[config.mk]
export PLATFORM = sky130hd
export DESIGN_NAME = systolic_feeder
export DESIGN_NICKNAME = d
export VERILOG_FILES = /design/src/rtl/systolic_pkg.sv /design/src/rtl/systolic_feeder_skew_line.sv /design/src/rtl/systolic_feeder.sv
export SDC_FILE = /design/constraint.sdc
export NUM_CORES = 2
export LEC_CHECK = 0
export CAP_MARGIN = 40
export CORE_MARGIN = 2
export CORE_UTILIZATION = 45
export CTS_CLUSTER_DIAMETER = 200
export DETAILED_ROUTE_END_ITERATION = 7
export HOLD_SLACK_MARGIN = 0.12
export PLACE_DENSITY = 0.66
export RECOVER_POWER = 100
export SKIP_LAST_GASP = 1
export SLEW_MARGIN = 20
export SYNTH_ARGS = -nofsm -noshare
export SYNTH_HDL_FRONTEND = slang
export SYNTH_MEMORY_MAX_BITS = 65536
export SYNTH_SLANG_ARGS = --single-unit
export TNS_END_PERCENT = 20
[constraint.sdc]
create_clock -name clk -period 5.93 [get_ports clk]
set_clock_uncertainty 0.15 [all_clocks]
set_input_delay 1.186 -clock clk [delete_from_list [all_inputs] [get_ports clk]]
set_output_delay 1.186 -clock clk [all_outputs]
set_load 0.1 [all_outputs]
[src/rtl/systolic_pkg.sv]
// Shared types and default sizing for the systolic-array feeder path.
package systolic_pkg;

  typedef enum logic [1:0] {
    IDLE   = 2'd0,
    LOAD_W = 2'd1,
    STREAM = 2'd2,
    DRAIN  = 2'd3
  } feeder_state_e;

  localparam int DEFAULT_DATAWIDTH = 8;
  localparam int DEFAULT_N_SIZE    = 32;
  localparam int DEFAULT_ROW_SEL_W = $clog2(DEFAULT_N_SIZE);

endpackage

[src/rtl/systolic_feeder_skew_line.sv]
// One activation lane: its slice of the input register followed by DEPTH delay
// stages, each carrying data plus a valid bit. DEPTH=0 is the input register alone.
module skew_line
  import systolic_pkg::*;
#(
  parameter int DEPTH     = 0,
  parameter int DATAWIDTH = DEFAULT_DATAWIDTH
) (
  input  logic                 clk,
  input  logic                 rst,
  input  logic [DATAWIDTH-1:0] din_i,
  input  logic                 vld_i,
  output logic [DATAWIDTH-1:0] dout_o,
  output logic                 vld_o
);

  logic [DATAWIDTH-1:0] dat_q [DEPTH+1];
  logic [DEPTH:0]       vld_q;

  // Shift chain: stage 0 takes the injected element, later stages follow.
  always_ff @(posedge clk) begin
    if (rst) begin
      for (int k = 0; k <= DEPTH; k++) begin
        dat_q[k] <= '0;
        vld_q[k] <= 1'b0;
      end
    end else begin
      dat_q[0] <= din_i;
      vld_q[0] <= vld_i;
      for (int k = 1; k <= DEPTH; k++) begin
        dat_q[k] <= dat_q[k-1];
        vld_q[k] <= vld_q[k-1];
      end
    end
  end

  assign dout_o = dat_q[DEPTH];
  assign vld_o  = vld_q[DEPTH];

endmodule

[src/rtl/systolic_feeder.sv]
// Weight-tile loader and skewed activation streamer for the systolic array.
// Optional macro SYSTOLIC_FEEDER_STALL_CNT_EN adds the stall_cnt output.
module systolic_feeder
  import systolic_pkg::*;
#(
  parameter int DATAWIDTH = DEFAULT_DATAWIDTH,
  parameter int N_SIZE    = DEFAULT_N_SIZE
) (
  input  logic                              clk,
  input  logic                              rst,
  input  logic                              start,
  input  logic                              reuse_wt,
  input  logic                              wt_valid,
  output logic                              wt_ready,
  input  logic [N_SIZE-1:0][DATAWIDTH-1:0]  wt_row_in,
  input  logic                              act_valid,
  output logic                              act_ready,
  input  logic                              act_last,
  input  logic [N_SIZE-1:0][DATAWIDTH-1:0]  act_vec,
  output logic                              wt_en,
  output logic [$clog2(N_SIZE)-1:0]         wt_row_sel,
  output logic [N_SIZE-1:0][DATAWIDTH-1:0]  wt_serial,
  output logic                              valid_in,
  output logic [N_SIZE-1:0][DATAWIDTH-1:0]  matrix_A,
  output logic                              busy,
  output logic                              tile_done
`ifdef SYSTOLIC_FEEDER_STALL_CNT_EN
  ,
  output logic [31:0]                       stall_cnt
`endif
);

  localparam int ROW_SEL_W = $clog2(N_SIZE);
  localparam logic [ROW_SEL_W-1:0] LAST_IDX = ROW_SEL_W'(N_SIZE - 1);

  feeder_state_e state_q, state_d;
  logic [ROW_SEL_W-1:0] row_cnt_q, row_cnt_d;
  logic [ROW_SEL_W-1:0] drain_cnt_q, drain_cnt_d;
  logic [ROW_SEL_W-1:0] wt_row_sel_q, wt_row_sel_d;
  logic [N_SIZE-1:0][DATAWIDTH-1:0] wt_serial_q, wt_serial_d;
  logic wt_en_q, wt_en_d;
  logic tile_done_q, tile_done_d;
  logic valid_in_q, valid_in_d;
  logic wt_ready_q, act_ready_q, busy_q;
  logic wt_fire_s, act_fire_s;
  logic [N_SIZE-1:0][DATAWIDTH-1:0] inj_dat_s, lane_dat_s;
  logic [N_SIZE-1:0] lane_vld_s;

  // Sequencing of the tile plus the weight-port output values.
  always_comb begin
    state_d      = state_q;
    row_cnt_d    = row_cnt_q;
    drain_cnt_d  = drain_cnt_q;
    wt_en_d      = 1'b0;
    wt_row_sel_d = wt_row_sel_q;
    wt_serial_d  = wt_serial_q;
    tile_done_d  = 1'b0;
    wt_fire_s    = wt_valid & wt_ready_q;
    act_fire_s   = act_valid & act_ready_q;
    case (state_q)
      IDLE: begin
        if (start) begin
          if (reuse_wt) begin
            state_d = STREAM;
          end else begin
            state_d   = LOAD_W;
            row_cnt_d = '0;
          end
        end else begin
          state_d = IDLE;
        end
      end
      LOAD_W: begin
        if (wt_fire_s) begin
          wt_en_d      = 1'b1;
          wt_row_sel_d = row_cnt_q;
          wt_serial_d  = wt_row_in;
          row_cnt_d    = row_cnt_q + ROW_SEL_W'(1);
          if (row_cnt_q == LAST_IDX) begin
            state_d = STREAM;
          end else begin
            state_d = LOAD_W;
          end
        end else begin
          state_d = LOAD_W;
        end
      end
      STREAM: begin
        if (act_fire_s && act_last) begin
          state_d     = DRAIN;
          drain_cnt_d = '0;
        end else begin
          state_d = STREAM;
        end
      end
      DRAIN: begin
        if (drain_cnt_q == LAST_IDX) begin
          state_d     = IDLE;
          tile_done_d = 1'b1;
        end else begin
          drain_cnt_d = drain_cnt_q + ROW_SEL_W'(1);
        end
      end
      default: begin
        state_d = IDLE;
      end
    endcase
  end

  // Lane i+1 next cycle sees what lane i holds now, so valid_in can be registered.
  always_comb begin
    inj_dat_s  = act_fire_s ? act_vec : '0;
    valid_in_d = act_fire_s | (|lane_vld_s[N_SIZE-2:0]);
  end

  // State and registered outputs.
  always_ff @(posedge clk) begin
    if (rst) begin
      state_q      <= IDLE;
      row_cnt_q    <= '0;
      drain_cnt_q  <= '0;
      wt_en_q      <= 1'b0;
      wt_row_sel_q <= '0;
      wt_serial_q  <= '0;
      tile_done_q  <= 1'b0;
      valid_in_q   <= 1'b0;
      wt_ready_q   <= 1'b0;
      act_ready_q  <= 1'b0;
      busy_q       <= 1'b0;
    end else begin
      state_q      <= state_d;
      row_cnt_q    <= row_cnt_d;
      drain_cnt_q  <= drain_cnt_d;
      wt_en_q      <= wt_en_d;
      wt_row_sel_q <= wt_row_sel_d;
      wt_serial_q  <= wt_serial_d;
      tile_done_q  <= tile_done_d;
      valid_in_q   <= valid_in_d;
      wt_ready_q   <= (state_d == LOAD_W);
      act_ready_q  <= (state_d == STREAM);
      busy_q       <= (state_d != IDLE);
    end
  end

  for (genvar i = 0; i < N_SIZE; i++) begin : g_lane
    skew_line #(
      .DEPTH     (i),
      .DATAWIDTH (DATAWIDTH)
    ) u_lane (
      .clk    (clk),
      .rst    (rst),
      .din_i  (inj_dat_s[i]),
      .vld_i  (act_fire_s),
      .dout_o (lane_dat_s[i]),
      .vld_o  (lane_vld_s[i])
    );
    assign matrix_A[i] = lane_vld_s[i] ? lane_dat_s[i] : '0;
  end

  assign wt_ready   = wt_ready_q;
  assign act_ready  = act_ready_q;
  assign wt_en      = wt_en_q;
  assign wt_row_sel = wt_row_sel_q;
  assign wt_serial  = wt_serial_q;
  assign valid_in   = valid_in_q;
  assign busy       = busy_q;
  assign tile_done  = tile_done_q;

`ifdef SYSTOLIC_FEEDER_STALL_CNT_EN
  logic [31:0] stall_cnt_q, stall_cnt_d;
  logic        stall_s;

  // Ready-without-valid cycles, restarted by every accepted tile start.
  always_comb begin
    stall_s = (wt_ready_q & ~wt_valid) | (act_ready_q & ~act_valid);
    if ((state_q == IDLE) && start) begin
      stall_cnt_d = '0;
    end else if (stall_s && (stall_cnt_q != 32'hFFFF_FFFF)) begin
      stall_cnt_d = stall_cnt_q + 32'd1;
    end else begin
      stall_cnt_d = stall_cnt_q;
    end
  end

  // Stall counter register.
  always_ff @(posedge clk) begin
    if (rst) begin
      stall_cnt_q <= '0;
    end else begin
      stall_cnt_q <= stall_cnt_d;
    end
  end

  assign stall_cnt = stall_cnt_q;
`endif

endmodule

== Yosys cells after proc, flatten, opt, wreduce, memory -nomap -nowiden ==
Memory sizes are Yosys's and may differ from the RTL's.
Cells that the tools add are included.

* Flip-flop bits (word level): 807
* Memory bits (writable): 4224
* Output and inout port bits: 523
* Memories: 32

* Add/subtract/negate cells: 2
* Eq/ne operators: 12
* Muxes and demuxes: 581
* Bitwise logic cells: 532
* Reduce and logical (&&, ||, !) cells: 12

{| class="wikitable"
|+ Memories
! memory !! depth !! width !! rd ports !! clocked after Yosys merged registers in !! write ports !! line !! text
|-
| g_lane[31].u_lane.dat_q || 32 || 8 || 32 || 0 || 32 || systolic_feeder_skew_line.sv:17 || <nowiki>logic [DATAWIDTH-1:0] dat_q [DEPTH+1];</nowiki>
|-
| g_lane[30].u_lane.dat_q || 31 || 8 || 31 || 0 || 31 || systolic_feeder_skew_line.sv:17 ||
|-
| g_lane[29].u_lane.dat_q || 30 || 8 || 30 || 0 || 30 || systolic_feeder_skew_line.sv:17 ||
|-
| g_lane[28].u_lane.dat_q || 29 || 8 || 29 || 0 || 29 || systolic_feeder_skew_line.sv:17 ||
|-
| g_lane[27].u_lane.dat_q || 28 || 8 || 28 || 0 || 28 || systolic_feeder_skew_line.sv:17 ||
|-
| g_lane[26].u_lane.dat_q || 27 || 8 || 27 || 0 || 27 || systolic_feeder_skew_line.sv:17 ||
|-
| +26 memories || - || - || - || - || - || - ||
|}

{| class="wikitable"
|+ Operators with widths
! kind !! count
|-
| 2-to-1 mux 8 bit || 560
|-
| bitwise OR 1 bit || 528
|-
| 2-to-1 mux 256 bit || 1
|-
| OR reduction 31 bit || 1
|-
| 2-to-1 mux 5 bit || 5
|-
| one-hot mux 5 bit (2 select lines) || 2
|-
| adder 5 x 1 -> 5 bit (second input constant) || 2
|-
| equality test 5 bit (second input constant) || 2
|-
| 2-to-1 mux 2 bit || 5
|-
| inequality test 2 bit (second input constant) || 5
|-
| one-hot mux 2 bit (4 select lines) || 1
|-
| OR reduction 8 bit || 1
|-
| 2-to-1 mux 1 bit || 7
|-
| equality test 2 bit (second input constant) || 3
|-
| nonzero test 2 bit || 3
|-
| equality test 2 x 1 -> 1 bit (second input constant) || 2
|-
| AND reduction 4 bit || 1
|-
| OR reduction 2 bit || 2
|-
| AND reduction 3 bit || 1
|-
| bitwise AND 1 bit || 2
|-
| logical NOT 2 bit || 1
|-
| NOT 1 bit || 2
|-
| AND reduction 2 bit || 1
|-
| logical AND 1 bit || 1
|}

== Depth between registers and ports, before layout ==
* Word-level depth: 5
* Depth in mapped cells: 7
* Gate-level depth less buffers: 7

== By module ==
A second synthesis with hierarchy kept.

* Cell total of the unflattened synthesis: 11999
* Area, all modules: 150421.8 µm²

{| class="wikitable"
|+ By module, submodules not included
! module !! instances !! cells an instance !! area an instance (µm²) !! sequential area each (µm²)
|-
| systolic_feeder || 1 || 1790 || 13246.5 || 5585.4
|-
| skew_line at g_lane[29].u_lane || 1 || 578 || 8391.8 || 5405.2
|-
| skew_line at g_lane[28].u_lane || 1 || 559 || 8035.2 || 5225.0
|-
| skew_line at g_lane[31].u_lane || 1 || 616 || 7946.4 || 5765.5
|-
| skew_line at g_lane[30].u_lane || 1 || 589 || 7917.6 || 5585.4
|-
| skew_line at g_lane[26].u_lane || 1 || 521 || 7080.5 || 4864.7
|-
| skew_line at g_lane[27].u_lane || 1 || 540 || 6812.8 || 5044.8
|-
| skew_line at g_lane[25].u_lane || 1 || 502 || 6802.8 || 4684.5
|-
| skew_line at g_lane[24].u_lane || 1 || 483 || 6779.0 || 4504.3
|-
| skew_line at g_lane[23].u_lane || 1 || 464 || 6190.9 || 4324.1
|-
| skew_line at g_lane[22].u_lane || 1 || 445 || 5939.4 || 4144.0
|-
| skew_line at g_lane[21].u_lane || 1 || 426 || 5691.7 || 3963.8
|-
| skew_line at g_lane[20].u_lane || 1 || 399 || 5647.9 || 3783.6
|-
| skew_line at g_lane[19].u_lane || 1 || 388 || 5245.0 || 3603.5
|-
| 19 more rows || - || - || - || -
|}

== Worst setup path after synthesis ==
Ideal clock, no wire load.

* Path type: register -> output
* Start point: register, netlist name g_lane[31].u_lane.vld_q[14]
* End point: output port matrix_A[112] in the netlist's numbering
* Arrival: 1.157 ns
* Setup slack: 3.437 ns
* Cell stages (with the launch flop): 2
* Buffers on the path: 0
* Cell sequence: dfxtp_1 and2_1

{| class="wikitable"
|+ RTL lines
! item !! line !! text
|-
| end, declared || systolic_feeder.sv:24 || <nowiki>output logic [N_SIZE-1:0][DATAWIDTH-1:0] matrix_A,</nowiki>
|}

==> flow_summary_export.csv <==
group,metric,value,unit
hold_path,hold_depth,1,
finish,final_common_cell,"dfxtp_1",
sta,finalMaxSlewViolations,2098,
placed_design,placed_area,0.145,mm^2
sta,worstMarginPinSlew,3.36,ns
power,ir_drop,0.253,mV
sta,fin_crit_sh,79.2,%
power,p_leak,61.8,nW
synthesis,synthFlopType,"dfxtp_1",
synthesis,yosysUniqueCellTypes,37,
drt,vias,68384,
placed_design,dp_slack,2.07,ns
placed_design,port_buffers,1041,
worst_setup_path,path_cells,"and2_1, clkdlybuf4s50_1, clkbuf_1",
clock_network,clkTransAtPathRegs,0.06,ns
clock_network,cts_buffers,428,
placed_design,routabilityCongestion,0.967,
clock_network,cts_tree,"yes",
clock_network,clock-sinks,4535,
finish,final_net_count,12297,
sta,relSlewSlack,-124,%
grt,grt_pass1_wl,444000,um
grt,grt_usage,21.2,%
synthesis,yosysWarningCount,0,
worst_setup_path,path_buf_inv,2,
worst_setup_path,reg2reg_slack,2.51,ns
synthesis,synth_cells,10464,
grt,grt-ovfl-total,0,
worst_setup_path,crit-reg2reg-launch,"act_ready$_SDFF_PP0_",
flow_run,maxCapViolCount,51,
finish,drive_above_1_share,8.33,%
drt,wirelength,306000,um
clock_network,cts-root-buf,"clkbuf_16",
clock_network,clkLatencyLatePin,0.92,ns
sta,finalSetupTns,0,ns
worst_setup_path,critPathArrivalTime,3.36,ns
hold_path,hp-start,"g_lane[22].u_lane.dat_q[0][49]$_SDFF_PP0_",
synthesis,synth_nets,10987,
synthesis,yosysSeqAreaShare,72.4,%
worst_setup_path,critical-path-slowest-cell,"clkbuf_1",
worst_setup_path,crit_type,"reg -> out",
grt,grt_max_degree,254,
finish,mostFrequentLayoutCells,"dfxtp_1 (4535), nor2b_1 (3969), clkdlybuf4s50_1 (697)",
placed_design,hpwl,216000,um
sta,rsz0062_at_grt,"no",
worst_setup_path,critical_path_required,4.59,ns
worst_setup_path,start_kind,"register",
clock_network,postCtsHoldBufs,0,
sta,setup-violations-final,0,
finish,fill_cells,23004,
sta,fmax,0.213,GHz
sta,setup_ws,1.24,ns
synthesis,yosys_register_bits,4535,
sta,hold_violations,0,
floorplanning,core_area,0.277,mm^2
synthesis,synth-async-reset-ratio,0,%
floorplanning,die_area,0.283,mm^2
floorplanning,dieHeight,532,um
hold_path,worstHoldEndpoint,"g_lane[22].u_lane.dat_q[0][57]$_SDFF_PP0_",
drt,ant_nets,0,
synthesis,synth_edf_count,0,
floorplanning,ioPinCount,1042,
finish,areaGrowthSynthToFinish,26.6,%
drt,viasPerCell,4.27,
clock_network,post_cts_resized,0,
sta,min_period,4.69,ns
floorplanning,die_w,532,um
drt,wl_per_cell,19.1,um
clock_network,cts_setup_buffers,0,
status,status,"complete, but fails checks",
power,power.density,371,mW/mm^2
clock_network,cts-htree-levels,5,
floorplanning,start_util,45.3,%
status,failed_checks,"capacitance limit, slew limit",
hold_path,min_path_type,"reg -> reg",
synthesis,postSynthAreaPerCell,12.0,um^2
drt,drt_iter0_markers,3153,
worst_setup_path,regToRegEndpoint,"g_lane[4].u_lane.dat_q[0][2]$_SDFF_PP0_",
floorplanning,rows,193,
worst_setup_path,max_stage_delay,0.87,ns
synthesis,synth_area,0.125,mm^2
worst_setup_path,end_kind,"primary output",
grt,grt_pass1_vias,66657,
worst_setup_path,crit_family,"buffers and inverters",
worst_setup_path,critical_path_peak_fanout,11,
worst_setup_path,r2r_cells,4,
grt,antenna_found_initial,166,
drt,drc,0,
finish,design_area,0.159,mm^2
clock_network,clock_path_buffers,4,
drt,first_pass_iters,5,
==> Yosys cell counts (2+ instances only) <==
library cell     n  area [um^2]
nor2_1          10         37.5
and2b_1         30          225
o211ai_1         2         15.0
a21oi_2          2         17.5
nor2_4           2         22.5
dfxtp_1       4535        90800
nand2_1        530         1990
a22oi_1          2         15.0
and3_1           3         18.8
nor2b_1       3969        24800
a21oi_1        264         1320
buf_1            4         15.0
a31oi_2          2         25.0
nand4_1          4         25.0
and2_1         512         3200
buf_6           35          394
xor2_1           4         35.0
and4b_1          2         20.0
buf_2           56          280
nor4_1           7         43.8
nor3_1           3         15.0
ha_1             4         50.1
clkbuf_1       444         1670
buf_4           25          188
==> layout make-up <==
type / instances / area (um^2) / share of cell area, %
sequential: 4535 / 90800 / 57.2
multi-input combinational: 5364 / 32000 / 20.2
timing repair buffer: 1444 / 16500 / 10.4
clock buffer: 638 / 12700 / 8.01
tap: 3705 / 4640 / 2.92
clock inverter: 140 / 1620 / 1.02
antenna: 171 / 428 / 0.270
inverter: 1 / 3.75 / 0.00237
==> worst register-to-register path, cell delays in order, from the launching register on <==
cell,delay (ns)
dfxtp_1,0.38
nand2_1,0.34
nor2_1,1.59
buf_12,0.46
and2_0,0.45
==> state kept, by name, indices dropped and copies added (netlist names), 2 cells and up <==
| register | count |
|---|---|
| state_q | 2 |
| g_lane.u_lane.vld_q | 32 |
| wt_row_sel | 5 |
| row_cnt_q | 5 |
| drain_cnt_q | 5 |
| wt_serial | 256 |
| g_lane.u_lane.dat_q | 4224 |
==> worst max path at each step <==
stage                     slack [ns]  cells after the start                                   endpoint                                   start
final                           1.24                      3                              matrix_A[228]  g_lane[31].u_lane.vld_q[28]$_SDFF_PP0_
after global routing            0.90                      4  g_lane[21].u_lane.dat_q[0][65]$_SDFF_PP0_                                     rst
after CTS                       1.68                      3                              matrix_A[243]  g_lane[31].u_lane.vld_q[30]$_SDFF_PP0_
after detailed placement        2.07                      5    g_lane[3].u_lane.dat_q[0][5]$_SDFF_PP0_                               act_valid
after global placement          2.07                      5    g_lane[3].u_lane.dat_q[0][5]$_SDFF_PP0_                               act_valid
after floorplan                 3.44                      1                              matrix_A[112]  g_lane[31].u_lane.vld_q[14]$_SDFF_PP0_
==> cell families after synthesis <==
| family | share of synthesized area, % |
|---|---|
| AO/OA/AOI/OAI | 1.15 |
| flip-flops | 72.4 |
| adder cells (fa/ha/maj) | 0.0399 |
| XOR/XNOR | 0.0279 |
| AND/OR/NAND/NOR | 24.3 |
| buffers and inverters | 2.03 |
==> per-layer routing <==
layer / GRT usage, % / routed length, um / vias up
met5: 0 / 386 / -
met4: 10.5 / 17700 / 56
met3: 5.02 / 17000 / 610
met2: 34.2 / 138000 / 1484
met1: 26.6 / 133000 / 31741
li1: - / - / 34493
==> per-stage QoR <==
stage	instances	hold WS (ns)	utilization [%]	power, mW
4_1_cts	15826	0.240	57.7	59.7
2_1_floorplan	10464	0.261	-	31.9
3_3_place_gp	14701	0.265	49.9	32.5
3_5_place_dp	15048	0.270	52.6	32.6
5_1_grt	15965	0.257	57.3	61.1
6_report	15998	0.239	57.3	58.9
==> report_power, final <==
| part | internal [mW] | total [mW] | switching, mW | leakage, nW |
|---|---|---|---|---|
| combinational | 0.453 | 1.24 | 0.790 | 18.2 |
| sequential | 30.6 | 30.6 | 0.0402 | 36.5 |
| clock | 15.8 | 27.1 | 11.3 | 7.08 |
| total | 46.8 | 58.9 | 12.1 | 61.8 |
No activity file was read; power rests on OpenSTA's default activity.
